`config.mk`:
```
export PLATFORM = sky130hd
export DESIGN_NAME = dmi_jtag_arbiter
export DESIGN_NICKNAME = d
export VERILOG_FILES = /design/src/rtl/dm_pkg.sv /design/src/rtl/dmi_jtag_arbiter.sv
export SDC_FILE = /design/constraint.sdc
export NUM_CORES = 1
export LEC_CHECK = 0
export ABC_CLOCK_PERIOD_IN_PS = 5400
export CORE_ASPECT_RATIO = 1.5
export CORE_UTILIZATION = 44
export DETAILED_ROUTE_END_ITERATION = 10
export PLACE_DENSITY = 0.87
export SLEW_MARGIN = 5
export SYNTH_ARGS = -nofsm -noshare
export SYNTH_HDL_FRONTEND = slang
export SYNTH_SLANG_ARGS = --single-unit
```
`constraint.sdc`:
```
create_clock -name tck_i -period 5.4 [get_ports tck_i]
set_input_delay 0.81 -clock tck_i [delete_from_list [all_inputs] [get_ports tck_i]]
set_output_delay 0.81 -clock tck_i [all_outputs]
set_load 0.005 [all_outputs]
```
`src/rtl/dm_pkg.sv`:
```
// Debug-module types shared by the DTM, the DMI arbiter and the DMI CDC.
package dm;

  typedef enum logic [1:0] {
    DTM_NOP   = 2'h0,
    DTM_READ  = 2'h1,
    DTM_WRITE = 2'h2
  } dtm_op_e;

  typedef enum logic [1:0] {
    DTM_SUCCESS = 2'h0,
    DTM_ERR     = 2'h2,
    DTM_BUSY    = 2'h3
  } dtm_op_status_e;

  typedef struct packed {
    logic [6:0]  addr;
    dtm_op_e     op;
    logic [31:0] data;
  } dmi_req_t;

  typedef struct packed {
    logic [31:0] data;
    logic [1:0]  resp;
  } dmi_resp_t;

  typedef enum logic [2:0] {
    ARB_IDLE,
    ARB_REQ,
    ARB_WAIT_RESP,
    ARB_DELIVER,
    ARB_DRAIN
  } dmi_arb_state_e;

endpackage

```
`src/rtl/dmi_jtag_arbiter.sv`:
```
// Round-robin sharing of the TCK-domain DMI port between two debug masters,
// one transaction outstanding, with timeout recovery for lost responses.
module dmi_jtag_arbiter
  import dm::*;
#(
  parameter int unsigned TimeoutCycles = 1024,
  parameter int unsigned CntWidth      = (TimeoutCycles > 0) ? $clog2(TimeoutCycles + 1) : 1
) (
  input  logic      tck_i,
  input  logic      trst_ni,
  input  logic      clear_i,
  input  dmi_req_t  req0_i,
  input  logic      req_valid0_i,
  output logic      req_ready0_o,
  input  dmi_req_t  req1_i,
  input  logic      req_valid1_i,
  output logic      req_ready1_o,
  output dmi_resp_t resp0_o,
  output logic      resp_valid0_o,
  input  logic      resp_ready0_i,
  output dmi_resp_t resp1_o,
  output logic      resp_valid1_o,
  input  logic      resp_ready1_i,
  output dmi_req_t  dmi_req_o,
  output logic      dmi_req_valid_o,
  input  logic      dmi_req_ready_i,
  input  dmi_resp_t dmi_resp_i,
  input  logic      dmi_resp_valid_i,
  output logic      dmi_resp_ready_o,
  output logic      timeout_o,
  output logic      busy_o
);

  dmi_arb_state_e      state_q;
  dmi_req_t            req_q;
  dmi_resp_t           resp_q;
  logic                owner_q;
  logic                last_q;
  logic                stale_q;
  logic                timeout_q;
  logic [CntWidth-1:0] cnt_q;

  logic any_valid;
  logic winner;
  logic grant;
  logic owner_ready;
  logic cnt_hit;

  // On a tie the requester that was not served last wins.
  assign any_valid = req_valid0_i | req_valid1_i;
  assign winner    = (req_valid0_i & req_valid1_i) ? ~last_q : req_valid1_i;
  assign grant     = (state_q == ARB_IDLE) & any_valid & ~clear_i;

  assign req_ready0_o = grant & ~winner;
  assign req_ready1_o = grant & winner;

  assign owner_ready = owner_q ? resp_ready1_i : resp_ready0_i;

  if (TimeoutCycles != 0) begin : g_timeout
    assign cnt_hit = (cnt_q == CntWidth'(TimeoutCycles - 1));
  end else begin : g_no_timeout
    assign cnt_hit = 1'b0;
  end

  always_ff @(posedge tck_i or negedge trst_ni) begin
    if (!trst_ni) begin
      state_q   <= ARB_IDLE;
      req_q     <= '0;
      resp_q    <= '0;
      owner_q   <= 1'b0;
      last_q    <= 1'b1;
      stale_q   <= 1'b0;
      timeout_q <= 1'b0;
      cnt_q     <= '0;
    end else begin
      timeout_q <= 1'b0;
      if (clear_i) begin
        state_q <= ARB_IDLE;
        stale_q <= 1'b0;
        cnt_q   <= '0;
      end else begin
        unique case (state_q)
          ARB_IDLE: begin
            if (grant) begin
              req_q   <= winner ? req1_i : req0_i;
              owner_q <= winner;
              state_q <= ARB_REQ;
            end
          end
          ARB_REQ: begin
            if (dmi_req_ready_i) begin
              cnt_q   <= '0;
              state_q <= ARB_WAIT_RESP;
            end
          end
          ARB_WAIT_RESP: begin
            cnt_q <= cnt_q + CntWidth'(1);
            if (dmi_resp_valid_i) begin
              resp_q  <= dmi_resp_i;
              state_q <= ARB_DELIVER;
            end else if (cnt_hit) begin
              // The real response may still turn up; Drain swallows it.
              resp_q.data <= '0;
              resp_q.resp <= DTM_ERR;
              timeout_q   <= 1'b1;
              stale_q     <= 1'b1;
              state_q     <= ARB_DELIVER;
            end
          end
          ARB_DELIVER: begin
            if (owner_ready) begin
              last_q  <= owner_q;
              state_q <= stale_q ? ARB_DRAIN : ARB_IDLE;
            end
          end
          ARB_DRAIN: begin
            if (dmi_resp_valid_i) begin
              stale_q <= 1'b0;
              state_q <= ARB_IDLE;
            end
          end
          default: state_q <= ARB_IDLE;
        endcase
      end
    end
  end

  assign dmi_req_valid_o  = (state_q == ARB_REQ);
  assign dmi_req_o        = dmi_req_valid_o ? req_q : '0;
  assign dmi_resp_ready_o = (state_q == ARB_WAIT_RESP) | (state_q == ARB_DRAIN);
  assign resp_valid0_o    = (state_q == ARB_DELIVER) & ~owner_q;
  assign resp_valid1_o    = (state_q == ARB_DELIVER) & owner_q;
  assign resp0_o          = resp_valid0_o ? resp_q : '0;
  assign resp1_o          = resp_valid1_o ? resp_q : '0;
  assign timeout_o        = timeout_q;
  assign busy_o           = (state_q != ARB_IDLE);

endmodule
```
==> impl_metrics.ini, run 1 <==
[run_status]
status = complete, no violations

[power]
power_leakage_nw = 3.27
vdd.ir_drop.worst_v = 0.000238
total_power_w = 0.00288
cellPowerDensity_nw_per_um2 = 377

[grt]
grt-ovfl-total = 0
grt_max_degree = 73
grt_use_total = 0.250
antenna_found_initial = 0
grt_pass1_wl_mm = 21.9
grt_pass1_vias = 4427

[setup_path]
crit_path_cell_trace = clkdlybuf4s50_1, nor4_2, and3_1, buf_4, clkdlybuf4s50_1
cp.arrival_ps = 3160
worstSetupStartpointType = input pin
path_depth = 5
r2r_slack_ps = 2910
crit_required_ps = 4590
worstSetupPathType = input pin to primary output
r2r-start = state_q[0]$_DFFE_PN0P_
path_common_cell = clkdlybuf4s50_1
r2r_cells = 4
slowest_delay_ps = 700
startpoint = clear_i
crit_family = buffers and inverters
critPathSlowestCell = clkdlybuf4s50_1
critPathBufInv = 3
cp_max_fo = 43
worstSetupEndpointType = primary output

[placement]
dp_hpwl_mm = 10.4
finalWeightedCongestion = 0.803
dp_slack_ps = 1460
place_area_um2 = 7300
numPortBuffers = 241

[sta]
setup_viol = 0
max_freq_mhz = 252
worstMarginPinSlew_ps = 1200
rsz0062_at_grt = false
period_needed_ps = 3970
fin_tns_setup_ps = 0
relSlewSlack = 0.199
fin_skew_ps = 10.2
period_share = 0.736
maxSlewViolCount = 0
final_hold_viol_count = 0
setup_ws_ps = 1430

[logic_synthesis]
synth_edf_count = 0
syn_area_per_cell_um2 = 10.5
synth-async-reset-ratio = 1.00
synthesis.area_um2 = 4850
ys_ff_latch = 93
synth-main-ff-cell = dfrtp_1
synthesis.nets = 588
yosysSeqAreaShare = 0.481
synthDistinctLibCells = 48
ys_warn_count = 0
synth_cells = 462

[route]
finalWirelength_mm = 14.1
route.detailed.drc = 0
drtPass1Iterations = 5
initialDrtViolationCount = 241
ant_nets = 0
vias = 4524
post_drt_wl_per_cell_um = 17.0
viasPerCell = 5.46

[floorplan]
pin_count = 242
die_w_um = 87.7
rows = 46
start_util = 0.455
fp.dieH_um = 131
core-area_um2 = 10600
dieArea_um2 = 11400

[clocking]
h-tree-depth = 3
cts_tree = done
numCtsBuffers = 9
worstSkewPairLatency_ps = 350
post_cts_resized = 0
clockBufferDepth = 2
clkSlewWorstSetupHoldPaths_ps = 60
cts_root_buf = clkbuf_16
holdBufCountCts = 0
cts_setup_buffers = 0
cts.sinks = 93

[final_layout]
diodes = 0
nNetsFinal = 806
syn_to_final_growth_pct = 57.3
fin_area_um2 = 7620
drive_gt1_frac = 0.0467

[min_path]
hp-class = input pin to async pin

[job]
drv_cap = 0
## layer usage
layer / part of all wire / track usage
met3: 0.087 / 0.0628
met1: 0.38 / 0.284
met2: 0.50 / 0.432
met4: 0.034 / 0.129
met5: 0 / 0
## worst paths after layout
kind / to
max reg2reg: resp_q[14]$_DFFE_PN0P_
min reg2reg: resp_q[2]$_DFFE_PN0P_
max in group asynchronous: resp_q[22]$_DFFE_PN0P_
max: req_ready0_o
min: resp_q[13]$_DFFE_PN0P_
min in group tck_i: resp_q[2]$_DFFE_PN0P_
## power by group
| part | internal (W) | switching (W) | leakage (nW) |
|---|---|---|---|
| registers | 0.000988 | 0.000200 | 1.18 |
| clock network | 0.000417 | 0.000262 | 0.158 |
| logic | 0.000630 | 0.000379 | 1.94 |
## cell type report
type | count | area [um^2]
Tap cell | 144 | 180
Clock inverter | 6 | 86.3
Sequential cell | 93 | 2330
Multi-Input combinational cell | 327 | 2320
Timing Repair Buffer | 247 | 2450
Inverter | 2 | 7.51
Fill cell | 747 | 3030
Clock buffer | 10 | 239
## cells by family after synthesis
group,count (synthesis),share of synthesized area
xor+xnor,1,0.00181
mux,5,0.0108
fa+ha+maj,1,0.00258
buf+inv,42,0.0423
simple gates,208,0.265
flops,93,0.481
compound gates,112,0.197
## layout by cell type, fill, tap and decap left out, types with 9 or more instances in the layout
cell and n:
clkbuf_16 9, and2_1 110, nand2_1 11, a22o_1 36
a21oi_1 11, clkdlybuf4s50_1 240, nor2b_1 44, a221o_1 41
dfrtp_1 92
## worst reg2reg max path, delay by kind of cell (launching register included)
family / cells / cell delay (ps)
flip-flops: 1 / 570
buffers and inverters: 1 / 230
AO/OA/AOI/OAI: 1 / 300
AND/OR/NAND/NOR: 2 / 1310
## through the flow
stage,instances,hold WS (ps),utilization
after floorplan,462,468,-
after global placement,813,490,0.685
after detailed placement,813,493,0.685
after CTS,829,353,0.716
after global routing,829,365,0.716
final,829,351,0.716
## sequential cells by signal, summed over array words and instances, names as in the netlist
register / cells
req_q: 41
timeout_o: 1
last_q: 1
stale_q: 1
cnt_q: 11
state_q: 3
resp_q: 34
owner_q: 1
## Yosys cell counts, drive strengths merged (2+ instances only)
master / instances / area (um^2)
nand2: 11 / 41.3
and3: 4 / 25.0
o21ai: 7 / 35.0
clkbuf: 12 / 45.0
nand4: 2 / 12.5
a22o: 36 / 315
o2111ai: 2 / 23.8
o22ai: 2 / 12.5
nand3: 5 / 25.0
nor2b: 44 / 275
nand2b: 7 / 43.8
a21oi: 12 / 63.8
nor2: 5 / 18.8
buf: 28 / 153
inv: 2 / 7.51
a221o: 41 / 410
nor4: 2 / 18.8
dfrtp: 92 / 2300
and2: 110 / 688
mux2i: 3 / 30.0
and4: 2 / 17.5
mux2: 2 / 22.5
nor3: 7 / 35.0
a21o: 5 / 37.5
Note: power is estimated with default switching activity, not from simulation.
==> run 2: changes to the inputs <==
--- a/config.mk
+++ b/config.mk
@@ -5,11 +5,11 @@
 export SDC_FILE = /design/constraint.sdc
 export NUM_CORES = 1
 export LEC_CHECK = 0
-export ABC_CLOCK_PERIOD_IN_PS = 5400
+export ABC_CLOCK_PERIOD_IN_PS = 3500
 export CORE_ASPECT_RATIO = 1.5
-export CORE_UTILIZATION = 44
+export CORE_UTILIZATION = 37
 export DETAILED_ROUTE_END_ITERATION = 10
-export PLACE_DENSITY = 0.87
+export PLACE_DENSITY = 0.78
 export SLEW_MARGIN = 5
 export SYNTH_ARGS = -nofsm -noshare
 export SYNTH_HDL_FRONTEND = slang
==> constraint.sdc (replaced) <==
create_clock -name tck_i -period 3.5 [get_ports tck_i]
set_input_delay 0.525 -clock tck_i [delete_from_list [all_inputs] [get_ports tck_i]]
set_output_delay 0.525 -clock tck_i [all_outputs]
set_load 0.005 [all_outputs]
==> impl_metrics.ini, run 2 (same netlist as run 1, synthesis figures left out) <==
[final_layout]
nNetsFinal = 812
final_util = 0.606
reg_top3 = req_q (41), resp_q (34), cnt_q (11)
layout_commonest_cell = clkdlybuf4s50_1
drive_gt1_frac = 0.0550
largest_register_ffs = 41
regMostFlops = req_q
fin_area_um2 = 7660
diodes = 0
multi_input_area_um2 = 2320
syn_to_final_growth_pct = 58.1
seq_area_um2 = 2330
fin_cells = 847
nFillCells = 1065
final_cell_mix = 240 x clkdlybuf4s50_1, 110 x and2_1, 92 x dfrtp_1

[clocking]
cts_setup_buffers = 0
post_cts_resized = 0
worstSkewPairLatency_ps = 340
h-tree-depth = 3
cts_root_buf = clkbuf_16
clkSlewWorstSetupHoldPaths_ps = 70
clockBufferDepth = 2
numCtsBuffers = 9
holdBufCountCts = 0
cts.sinks = 93
cts_tree = done

[route]
initialDrtViolationCount = 182
highest_layer = met5
finalWirelength_mm = 14.7
route.detailed.drc = 0
post_drt_wl_per_cell_um = 17.3
dr_wl_met3_mm = 1.56
drtPass1Iterations = 4
viasPerCell = 5.39
wl_met1_mm = 5.55
vias = 4562
ant_nets = 0
wl_met2_mm = 7.24

[power]
cellPowerDensity_nw_per_um2 = 574
power_leakage_nw = 3.29
total_power_w = 0.00440
vdd.ir_drop.worst_v = 0.000352

[job]
drv_cap = 0

[floorplan]
pin_count = 242
core-area_um2 = 12600
die_w_um = 95.4
fp.dieH_um = 142
rows = 50
start_util = 0.383
dieArea_um2 = 13600

[grt]
grt-ovfl-total = 0
grt_pass1_wl_mm = 23.2
grt_pass1_vias = 4684
grt_max_degree = 44
grt_use_total = 0.220
antenna_found_initial = 1

[setup_path]
r2r_cells = 5
crit_path_cell_trace = nor3b_2, buf_4, and2_1, clkdlybuf4s50_1
cp.arrival_ps = 2370
slowest_delay_ps = 660
r2r_slack_ps = 1460
worstSetupEndpointType = primary output
r2r_end = req_q[16]$_DFFE_PN0P_
crit_required_ps = 2970
r2r-start = state_q[0]$_DFFE_PN0P_
worstSetupStartpointType = flip-flop
crit_family = buffers and inverters
critPathBufInv = 2
critPathSlowestCell = dfrtp_1
cp_max_fo = 43
worstSetupPathType = flip-flop to primary output

[sta]
fin_tns_setup_ps = 0
period_needed_ps = 2890
relSlewSlack = 0.663
period_share = 0.826
setup_viol = 0
worstMarginPinSlew_ps = 506
max_freq_mhz = 346
rsz0062_at_grt = false
maxSlewViolCount = 0
final_hold_viol_count = 0
fin_skew_ps = 10.4

[run_status]
status = complete, no violations

[placement]
finalWeightedCongestion = 0.824
dpl.cell_count = 831
place_area_um2 = 7360
numPortBuffers = 241
dp_hpwl_mm = 10.8

[min_path]
hp-class = input pin to async pin
## run 2: cell types whose count changed in the layout (fill, tap and decap cells not counted), sizes merged
| cell | change |
|---|---|
| buf | +6 |
| clkinvlp | +1 |
| clkinv | -2 |
| inv | +3 |
| bufinv | -1 |
| clkbuf | -1 |
## run 2: worst reg2reg max path: cells and delay by family, from the launching register on
kind            cells  cell delay (ps)
buf+inv             1              390
simple gates        2              510
compound gates      2              460
flops               1              560
## run 2: through the flow
step,hold WS [ps],setup WS [ps]
after global routing,138,456
after CTS,123,576
after global placement,476,787
final,114,610
after detailed placement,497,759
after floorplan,229,1530
## run 2: power by group
group	internal [W]	switching, W	total, W
sequential	0.00152	0.000309	0.00183
combinational	0.000977	0.000587	0.00156
clock	0.000565	0.000436	0.00100
total	0.00307	0.00133	0.00440
## run 2: worst max path at each step
| stage | startpoint | to | slack (ps) | cells after the start |
|---|---|---|---|---|
| 3_3_place_gp | clear_i | req_ready1_o | 790 | 5 |
| 5_1_grt | state_q[0]$_DFFE_PN0P_ | dmi_req_o[11] | 460 | 4 |
| 3_5_place_dp | clear_i | req_ready1_o | 760 | 5 |
| 6_report | state_q[0]$_DFFE_PN0P_ | dmi_req_o[11] | 610 | 4 |
| 2_1_floorplan | state_q[1]$_DFFE_PN0P_ | dmi_req_o[31] | 1530 | 4 |
| 4_1_cts | state_q[0]$_DFFE_PN0P_ | dmi_req_o[11] | 580 | 4 |
## run 2: layout make-up
type                            count  share of cell area
Clock buffer                        9              0.0294
Clock inverter                      7              0.0108
Inverter                            2            0.000980
Multi-Input combinational cell    327               0.303
Sequential cell                    93               0.304
Tap cell                          156              0.0255
Timing Repair Buffer              253               0.326
## run 2: routing by layer
metal / up-vias / GRT usage
met5: - / 0
met4: 2 / 0.0778
met3: 26 / 0.0732
met2: 238 / 0.380
met1: 2193 / 0.249
li1: 2103 / -
